<file path="config.mk">
export PLATFORM = sky130hd
export DESIGN_NAME = pipe_stage_skid_reg
export DESIGN_NICKNAME = d
export VERILOG_FILES = /design/src/rtl/pipe_stage_skid_reg.sv
export SDC_FILE = /design/constraint.sdc
export NUM_CORES = 1
export LEC_CHECK = 0
export ABC_AREA = 1
export BUFFER_PORTS_ARGS = -buffer_cell sky130_fd_sc_hd__buf_4
export CAP_MARGIN = 20
export CORE_MARGIN = 2
export CORE_UTILIZATION = 56
export CTS_BUF_LIST = sky130_fd_sc_hd__clkbuf_4 sky130_fd_sc_hd__clkbuf_8
export CTS_CLUSTER_SIZE = 14
export DETAILED_ROUTE_END_ITERATION = 10
export GPL_ROUTABILITY_DRIVEN = 0
export PLACE_DENSITY = 0.83
export SETUP_SLACK_MARGIN = 0.05
export SYNTH_ARGS = -nofsm -noshare
export SYNTH_HDL_FRONTEND = slang
export SYNTH_SLANG_ARGS = --single-unit
export TNS_END_PERCENT = 10
</file>
<file path="constraint.sdc">
create_clock -name CLK -period 1.6 [get_ports CLK]
set_input_delay 0.16 -clock CLK [delete_from_list [all_inputs] [get_ports CLK]]
set_output_delay 0.16 -clock CLK [all_outputs]
set_load 0.02 [all_outputs]
</file>
<file path="src/rtl/pipe_stage_skid_reg.sv">
// Inter-stage pipeline register: valid/ready handshake with a registered in_ready,
// a two-entry skid buffer, synchronous flush and saturating stall/bubble counters.
module pipe_stage_skid_reg #(
  parameter int                    DATA_WIDTH  = 64,
  parameter logic [DATA_WIDTH-1:0] RESET_VALUE = '0,
  parameter int                    CNT_WIDTH   = 16
) (
  input  logic                  CLK,
  input  logic                  RST,
  input  logic                  CLR,
  input  logic                  in_valid,
  output logic                  in_ready,
  input  logic [DATA_WIDTH-1:0] in_data,
  output logic                  out_valid,
  input  logic                  out_ready,
  output logic [DATA_WIDTH-1:0] out_data,
  output logic [1:0]            occupancy,
  output logic [CNT_WIDTH-1:0]  stall_cnt,
  output logic [CNT_WIDTH-1:0]  bubble_cnt
);

  typedef enum logic [1:0] {
    EMPTY = 2'd0,
    ONE   = 2'd1,
    FULL  = 2'd2
  } state_e;

  localparam logic [CNT_WIDTH-1:0] CNT_ONE = CNT_WIDTH'(1);
  localparam logic [CNT_WIDTH-1:0] CNT_MAX = '1;

  state_e                state_q, state_d;
  logic [DATA_WIDTH-1:0] main_q, main_d;
  logic [DATA_WIDTH-1:0] skid_q, skid_d;
  logic                  valid_q;
  logic                  in_ready_q;
  logic [CNT_WIDTH-1:0]  stall_q, stall_d;
  logic [CNT_WIDTH-1:0]  bubble_q, bubble_d;
  logic                  in_fire;
  logic                  out_fire;

  assign in_fire  = in_valid && in_ready_q;
  assign out_fire = valid_q && out_ready;

  always_comb begin
    state_d = state_q;
    main_d  = main_q;
    skid_d  = skid_q;
    if (CLR) begin
      // Squash: anything accepted this cycle is dropped along with held entries.
      state_d = EMPTY;
      main_d  = RESET_VALUE;
      skid_d  = RESET_VALUE;
    end else begin
      unique case (state_q)
        EMPTY: begin
          if (in_fire) begin
            main_d  = in_data;
            state_d = ONE;
          end
        end
        ONE: begin
          if (in_fire && out_fire) begin
            main_d = in_data;
          end else if (in_fire) begin
            skid_d  = in_data;
            state_d = FULL;
          end else if (out_fire) begin
            state_d = EMPTY;
          end
        end
        FULL: begin
          if (out_fire) begin
            main_d  = skid_q;
            state_d = ONE;
          end
        end
        default: state_d = EMPTY;
      endcase
    end
  end

  // Counters observe pre-edge handshake signals and keep counting through flushes.
  always_comb begin
    stall_d  = stall_q;
    bubble_d = bubble_q;
    if (valid_q && !out_ready && stall_q != CNT_MAX) begin
      stall_d = stall_q + CNT_ONE;
    end
    if (!valid_q && out_ready && bubble_q != CNT_MAX) begin
      bubble_d = bubble_q + CNT_ONE;
    end
  end

  always_ff @(posedge CLK) begin
    if (RST) begin
      state_q    <= EMPTY;
      main_q     <= RESET_VALUE;
      skid_q     <= RESET_VALUE;
      valid_q    <= 1'b0;
      in_ready_q <= 1'b1;
      stall_q    <= '0;
      bubble_q   <= '0;
    end else begin
      state_q    <= state_d;
      main_q     <= main_d;
      skid_q     <= skid_d;
      valid_q    <= (state_d != EMPTY);
      in_ready_q <= (state_d != FULL);
      stall_q    <= stall_d;
      bubble_q   <= bubble_d;
    end
  end

  assign in_ready   = in_ready_q;
  assign out_valid  = valid_q;
  assign out_data   = main_q;
  assign occupancy  = state_q;
  assign stall_cnt  = stall_q;
  assign bubble_cnt = bubble_q;

endmodule
</file>
---- Word-level counts from Yosys, hierarchy flattened ----
Index checks and enable logic that the tools add are counted.
word-level totals
  output and inout bits ................... 100
  input bits .............................. 69
  register bits after elaboration ......... 164
cells by class
  multiplexer cells ....................... 11
  equal/unequal tests ..................... 8
  add/sub/neg operators ................... 2
  bitwise operators ....................... 1
  reduce and logical (&&, ||, !) cells .... 15
operators by type and width
  cell                                                 number
  2-to-1 mux 64 bit                                    3
  case mux 64 bit (3 select lines)                     1
  adder 16 x 1 -> 16 bit, second input constant        2
  != test 16 bit, second input constant                2
  2-to-1 mux 2 bit                                     6
  != test 2 bit, second input constant                 4
  logical AND 1 bit                                    7
  case mux 2 bit (3 select lines)                      1
  AND reduction 4 bit                                  1
  AND reduction 3 bit                                  1
  nonzero test 3 bit                                   1
  equality test 2 x 1 -> 1 bit, second input constant  1
  equality test 2 bit, second input constant           1
  zero test 1 bit                                      2
  zero test 2 bit                                      1
  nonzero test 2 bit                                   1
  OR reduction 2 bit                                   1
  inverter 1 bit                                       1

---- Depth between registers and ports, before layout ----
Gate-level depths: netlist (run 1).
  depth after elaboration ................. 7
  mapped depth ............................ 10

---- Worst setup path before layout (run 1) ----
Ideal clock, no wire load.
  path kind ............................... register -> register
  from .................................... reg stall_q[0], in the netlist stall_cnt[0]
  to ...................................... reg stall_q[11], in the netlist stall_cnt[11]
  path buffers ............................ 1
  path slack .............................. -0.014 ns
  cell stages (with the launch flop) ...... 10
  period minus slack after synthesis ...... 1.614 ns
  arrival ................................. 1.482 ns
  required time ........................... 1.468 ns
  cell sequence ........................... dfxtp_1 > ha_1 > nand2_1 > nor2_2 > nand2_2 > nor2_2 > nor2_4 > buf_6 > nand2_1 > a21oi_1
on the way
  cells in the longest elaborated chain, start to end .. 2
  elaborated cells between the ends (all ways) .. 3
RTL lines
  what                                                                            line  source
  from (decl)                                                                     36    logic [CNT_WIDTH-1:0] stall_q, stall_d;
  from (signal assigned)                                                          109   stall_q <= stall_d;
  parallel branches: the longest is 2 deep, another holds adder 16 x 1 -> 16 bit  -
Several ways; the timed one is not identified.
A chain may end at the register's enable or synchronous reset.

---- Final worst setup path (run 1) ----
  from .................................... reg stall_q[2], in the netlist stall_cnt[2]
  to ...................................... reg stall_q[13], in the netlist stall_cnt[13]
The elaborated chain is that of the path after synthesis.

==> results of run 1 <==
==> synth_stat cells, types with 6 or more instances <==
library cell / count
o21ai_0: 69
clkbuf_1: 21
dfxtp_1: 164
nand2_1: 308
a211oi_1: 64
xor2_1: 7
buf_2: 35
inv_1: 96
nor2_1: 112
nand4_1: 12
a21oi_1: 88
nand3_1: 19
nor2_2: 6
==> cell type report <==
| type | instances | area, um2 |
|---|---|---|
| well taps | 172 | 215 |
| repair buffers | 273 | 2400 |
| clock buffers | 20 | 256 |
| clock inverters | 12 | 181 |
| inverters | 97 | 369 |
| fillers | 887 | 2550 |
| multi-input cells | 703 | 3350 |
| flip-flops and latches | 164 | 3300 |
==> registers in the layout, indices dropped and copies added, names as in the netlist <==
register and flops:
bubble_cnt 16, in_ready 1, occupancy 2, out_data 64, out_valid 1, skid_q 64
stall_cnt 16
==> metal layers <==
layer  GRT usage  part of all wire  routed length, um
met1       0.341              0.43               8730
met2       0.486              0.50              10200
met3      0.0572             0.050               1030
met4       0.108             0.026                544
met5           0                 0                  0
==> worst max-delay path, stage by stage, from the launching register on <==
cell	delay, ps
dfxtp_1	500
nand2_1	160
nor2_4	160
nand2_4	90
nor2_4	110
nor2_4	50
buf_12	140
a21oi_1	120
nor2_1	50
==> worst paths after layout <==
path                   end          from  cells past startpoint
min             skid_q[19]   in_data[19]                      3
min reg2reg     skid_q[56]    skid_q[56]                      2
max reg2reg  stall_cnt[13]  stall_cnt[2]                      8
max          stall_cnt[13]  stall_cnt[2]                      8
==> metrics by stage <==
step           instance area (um2)  instances  utilization  hold WS (ps)
2_1_floorplan                 7220       1025            -           336
3_3_place_gp                  8820       1341        0.699           445
3_5_place_dp                  8820       1341        0.699           448
4_1_cts                       9870       1433        0.782        0.0235
5_1_grt                      10100       1441        0.798          12.8
6_report                     10100       1441        0.798          26.7
==> cell families after synthesis <==
group,synth area share
and+or+nand+nor,0.258
AOI/OAI and AO/OA,0.178
DFF,0.455
buffers and inverters,0.0924
xor gates and xnor gates,0.0134
adders and majority gates,0.00347
==> where the power goes <==
part | switching, mW | internal [mW] | total [mW]
combinational | 0.604 | 0.509 | 1.11
clock | 1.51 | 1.75 | 3.26
sequential | 0.0524 | 4.17 | 4.22
total | 2.16 | 6.43 | 8.59
==> what timing repair did <==
item / CTS / global route
hold buffers: 58 / 0
endpoints found under the hold margin: 58 / 0
pin swaps: 2 / 5
gates resized for setup: 2 / 21
buffers inserted: 1 / 5
endpoints found under the setup margin: 2 / 116
gates cloned: 1 / 3
==> impl_metrics.yaml, run 1 <==
run_status:
  outcome: "finished clean"
clock_tree:
  root_buffer: "clkbuf_8"
  h-tree-depth: 4
  worstSkewPairLatency_ps: 460
  cts_tree: "yes"
  clock-sinks: 164
  clk_path_buf_depth: 2
  clk_pin_slew_ps: 90
  numCtsBuffers: 17
pwr:
  pwr_density_cell_nw_per_um2: 853
  p_leak_nw: 4.23
  irDropWorstVdd_uv: 548
  total_power_mw: 8.59
finish:
  n_antenna_cell: 0
  drive_gt1_frac: 0.218
  final_cell_mix: "nand2_1 (305), buf_4 (199), dfxtp_1 (158), nor2_1 (109), inv_1 (96)"
  final_common_cell: "nand2_1"
  area_delta_synth_final_pct: 39.6
  nNetsFinal: 1327
synth:
  ys_seq_elements: 164
  yosysSeqAreaShare: 0.455
  synth_fp_nets: 1096
  synth.avg_cell_area_um2: 7.04
  post-synth-top-area-fraction: 0.455
  netlist_area_um2: 7210
  async_flop_share: 0
  synth_top_cells_by_area: "dfxtp_1 (46%), nand2_1 (16%), a211oi_1 (6.7%), a21oi_1 (6.1%), nor2_1 (5.8%)"
  synth_edf_count: 0
  synth.distinct_cells: 24
  ys_warn_count: 0
  ys_dominant_reg_cell: "dfxtp_1"
  synth_top_cell_by_area: "dfxtp_1"
  synthCells: 1025
timing:
  fin_crit_ps: 1490
  finalCritPeriodShare: 0.931
  setup_tns_ps: 0
  hold_viol: 0
  final_max_slew_viol_count: 0
  fmax_mhz: 671
  slew_headroom: 0.803
  layout_setup_ws_ps: 111
  grt_setup_unrepaired: "yes"
  finClkSkew_ps: 15.0
  tightest_slew_ps: 295
  setup_viol: 0
floorplan:
  io_pins: 169
  start_util: 0.572
  core_area_um2: 12600
  chipWidth_um: 118
  rows: 41
  die_y_um: 118
  die_area_um2: 13800
global_route:
  grt_pass1_wl_um: 32200
  grt_pass1_vias: 6732
  antenna_found_initial: 0
  globalRoute.totalOverflow: 0
  track_usage: 0.279
  grt_start_max_net_pins: 66
detailed_routing:
  drtAntennaViolNets: 0
  viasPerCell: 5.17
  dr.pass1.iters: 7
  drt-total-wl_um: 20500
  num_vias: 7449
  route.detailed.drc: 0
  wl_per_cell_um: 14.2
  drtIter0Drc: 532
worst_setup_path:
  worstPathMaxFanout: 16
  r2r_slack_ps: 110
  worstSetupPathType: "register to register"
  worstPathRequired_ps: 1950
  start_kind: "register"
  worstSetupEndpointType: "register"
  cp.arrival_ps: 1840
placed_design:
  place_hpwl_um: 11900
  post-place-ws_ps: 74.0
  port_buffers: 168
job:
  drv_cap: 0
worst_hold_path:
  hp-class: "primary input to register"
Power figures use the tool's default switching activity.
==> run 2: changes to the inputs <==
--- a/config.mk
+++ b/config.mk
@@ -8,6 +8,7 @@
 export ABC_AREA = 1
 export BUFFER_PORTS_ARGS = -buffer_cell sky130_fd_sc_hd__buf_4
 export CAP_MARGIN = 20
+export CORE_ASPECT_RATIO = 1.75
 export CORE_MARGIN = 2
 export CORE_UTILIZATION = 56
 export CTS_BUF_LIST = sky130_fd_sc_hd__clkbuf_4 sky130_fd_sc_hd__clkbuf_8
==> impl_metrics.yaml, run 2 (synthesized netlist as in run 1, its figures left out) <==
clock_tree:
  clock-sinks: 164
  root_buffer: "clkbuf_8"
  h-tree-depth: 4
  clk_path_buf_depth: 2
  cts_tree: "yes"
  clk_pin_slew_ps: 90
  numCtsBuffers: 17
  worstSkewPairLatency_ps: 450
worst_setup_path:
  cp.arrival_ps: 1920
  worstPathMaxFanout: 7
  worstSetupEndpointType: "register"
  worstPathRequired_ps: 1970
  worstSetupPathType: "register to register"
  reg2regPathDepth: 7
  start_kind: "register"
timing:
  layout_setup_ws_ps: 52.6
  finClkSkew_ps: 19.8
  setup_tns_ps: 0
  fmax_mhz: 646
  setup_viol: 0
  hold_viol: 0
  slew_headroom: 0.764
  grt_setup_unrepaired: "yes"
  final_max_slew_viol_count: 0
  fin_crit_ps: 1550
  tightest_slew_ps: 353
  finalCritPeriodShare: 0.967
global_route:
  grt_start_max_net_pins: 78
  antenna_found_initial: 0
  grt_pass1_vias: 6687
  grt_pass1_wl_um: 31100
  track_usage: 0.270
  globalRoute.totalOverflow: 0
worst_hold_path:
  hold_depth: 3
  hp-class: "primary input to register"
finish:
  multi_input_area_um2: 3330
  area_delta_synth_final_pct: 35.2
  n_antenna_cell: 0
  regArea_um2: 3300
  final_cell_mix: "nand2_1 (305), buf_4 (188), dfxtp_1 (157), nor2_1 (110), inv_1 (96)"
  final_common_cell: "nand2_1"
  nFillCells: 864
  nNetsFinal: 1303
  drive_gt1_frac: 0.210
detailed_routing:
  met2_wirelength_um: 10200
  dr.pass1.iters: 5
  wl_met3_um: 897
  num_vias: 7312
  routed.top_layer: "met4"
  wl_per_cell_um: 13.6
  drt-total-wl_um: 19200
  met1_length_um: 7550
  route.detailed.drc: 0
  drtIter0Drc: 360
  drtAntennaViolNets: 0
  viasPerCell: 5.17
floorplan:
  die_area_um2: 13800
  die_y_um: 154
  io_pins: 169
  rows: 54
  core_area_um2: 12500
  start_util: 0.577
  chipWidth_um: 89.8
placed_design:
  place_hpwl_um: 12100
  post-place-ws_ps: -14.0
  port_buffers: 168
job:
  drv_cap: 0
pwr:
  p_leak_nw: 4.08
  irDropWorstVdd_uv: 585
  pwr_density_cell_nw_per_um2: 872
run_status:
  outcome: "finished clean"
==> run 2: changes by cell type in the layout (fill, tap and decap cells not counted), moves of 2 or more <==
| cell | previous run | this run |
|---|---|---|
| nand2_2 | 3 | 5 |
| clkbuf_4 | 3 | 0 |
| buf_12 | 12 | 10 |
| inv_6 | 1 | 5 |
| buf_4 | 199 | 188 |
| nand2_4 | 5 | 3 |
| clkbuf_16 | 3 | 0 |
| dlygate4sd3_1 | 58 | 48 |
| clkinvlp_4 | 4 | 0 |
==> run 2: layout make-up <==
cell class                 count  share of cell area
timing repair buffer         248               0.217
tap                          168              0.0215
inverter                      97              0.0373
clock buffer                  18              0.0254
multi-input combinational    704               0.341
clock inverter                14              0.0198
sequential                   164               0.338
==> run 2: power breakdown <==
| part | internal [mW] | total (mW) | leakage [nW] | switching [mW] |
|---|---|---|---|---|
| sequential | 4.17 | 4.22 | 1.33 | 0.0527 |
| clock | 1.64 | 3.28 | 0.224 | 1.64 |
| combinational | 0.450 | 1.01 | 2.52 | 0.558 |
==> run 2: through the flow <==
stage / power [mW] / std cells / instance area, um2 / hold WS [ps] / utilization
6_report: 8.50 / 1413 / 9760 / 20.7 / 0.780
5_1_grt: 8.85 / 1413 / 9760 / 4.15 / 0.780
4_1_cts: 8.54 / 1408 / 9650 / 0.280 / 0.772
3_5_place_dp: 5.20 / 1330 / 8750 / 446 / 0.700
3_3_place_gp: 5.18 / 1330 / 8750 / 444 / 0.700
2_1_floorplan: 4.80 / 1025 / 7220 / 336 / -
==> run 2: timing repair <==
action                                  4_1_cts  5_1_grt
hold endpoints to repair                     46        2
cloned                                        0        2
hold buffers                                 46        2
pin swaps                                     0        6
resized for setup                             1       16
endpoints found under the setup margin       13       69
setup buffers                                 0        1
==> run 2: per-layer routing <==
layer  up-vias  track usage
met4         0        0.117
met3        45       0.0544
li1       3705            -
met1      3333        0.305
met2       229        0.489
met5         -            0
==> run 2: worst paths after layout <==
kind / startpoint / to / slack (ps)
worst max register to register: stall_cnt[0] / stall_cnt[3] / 50
worst max-delay path: stall_cnt[0] / stall_cnt[3] / 50
worst min-delay path: in_data[7] / skid_q[7] / 20
worst min register to register: skid_q[20] / skid_q[20] / 460
==> run 2: critical path: stages, from the launching register on <==
cell	delay, ps
dfxtp_4	400
ha_4	150
nand2_1	60
nor2_2	150
nand2_2	130
o21ai_2	280
nand2_1	130
a21oi_1	180
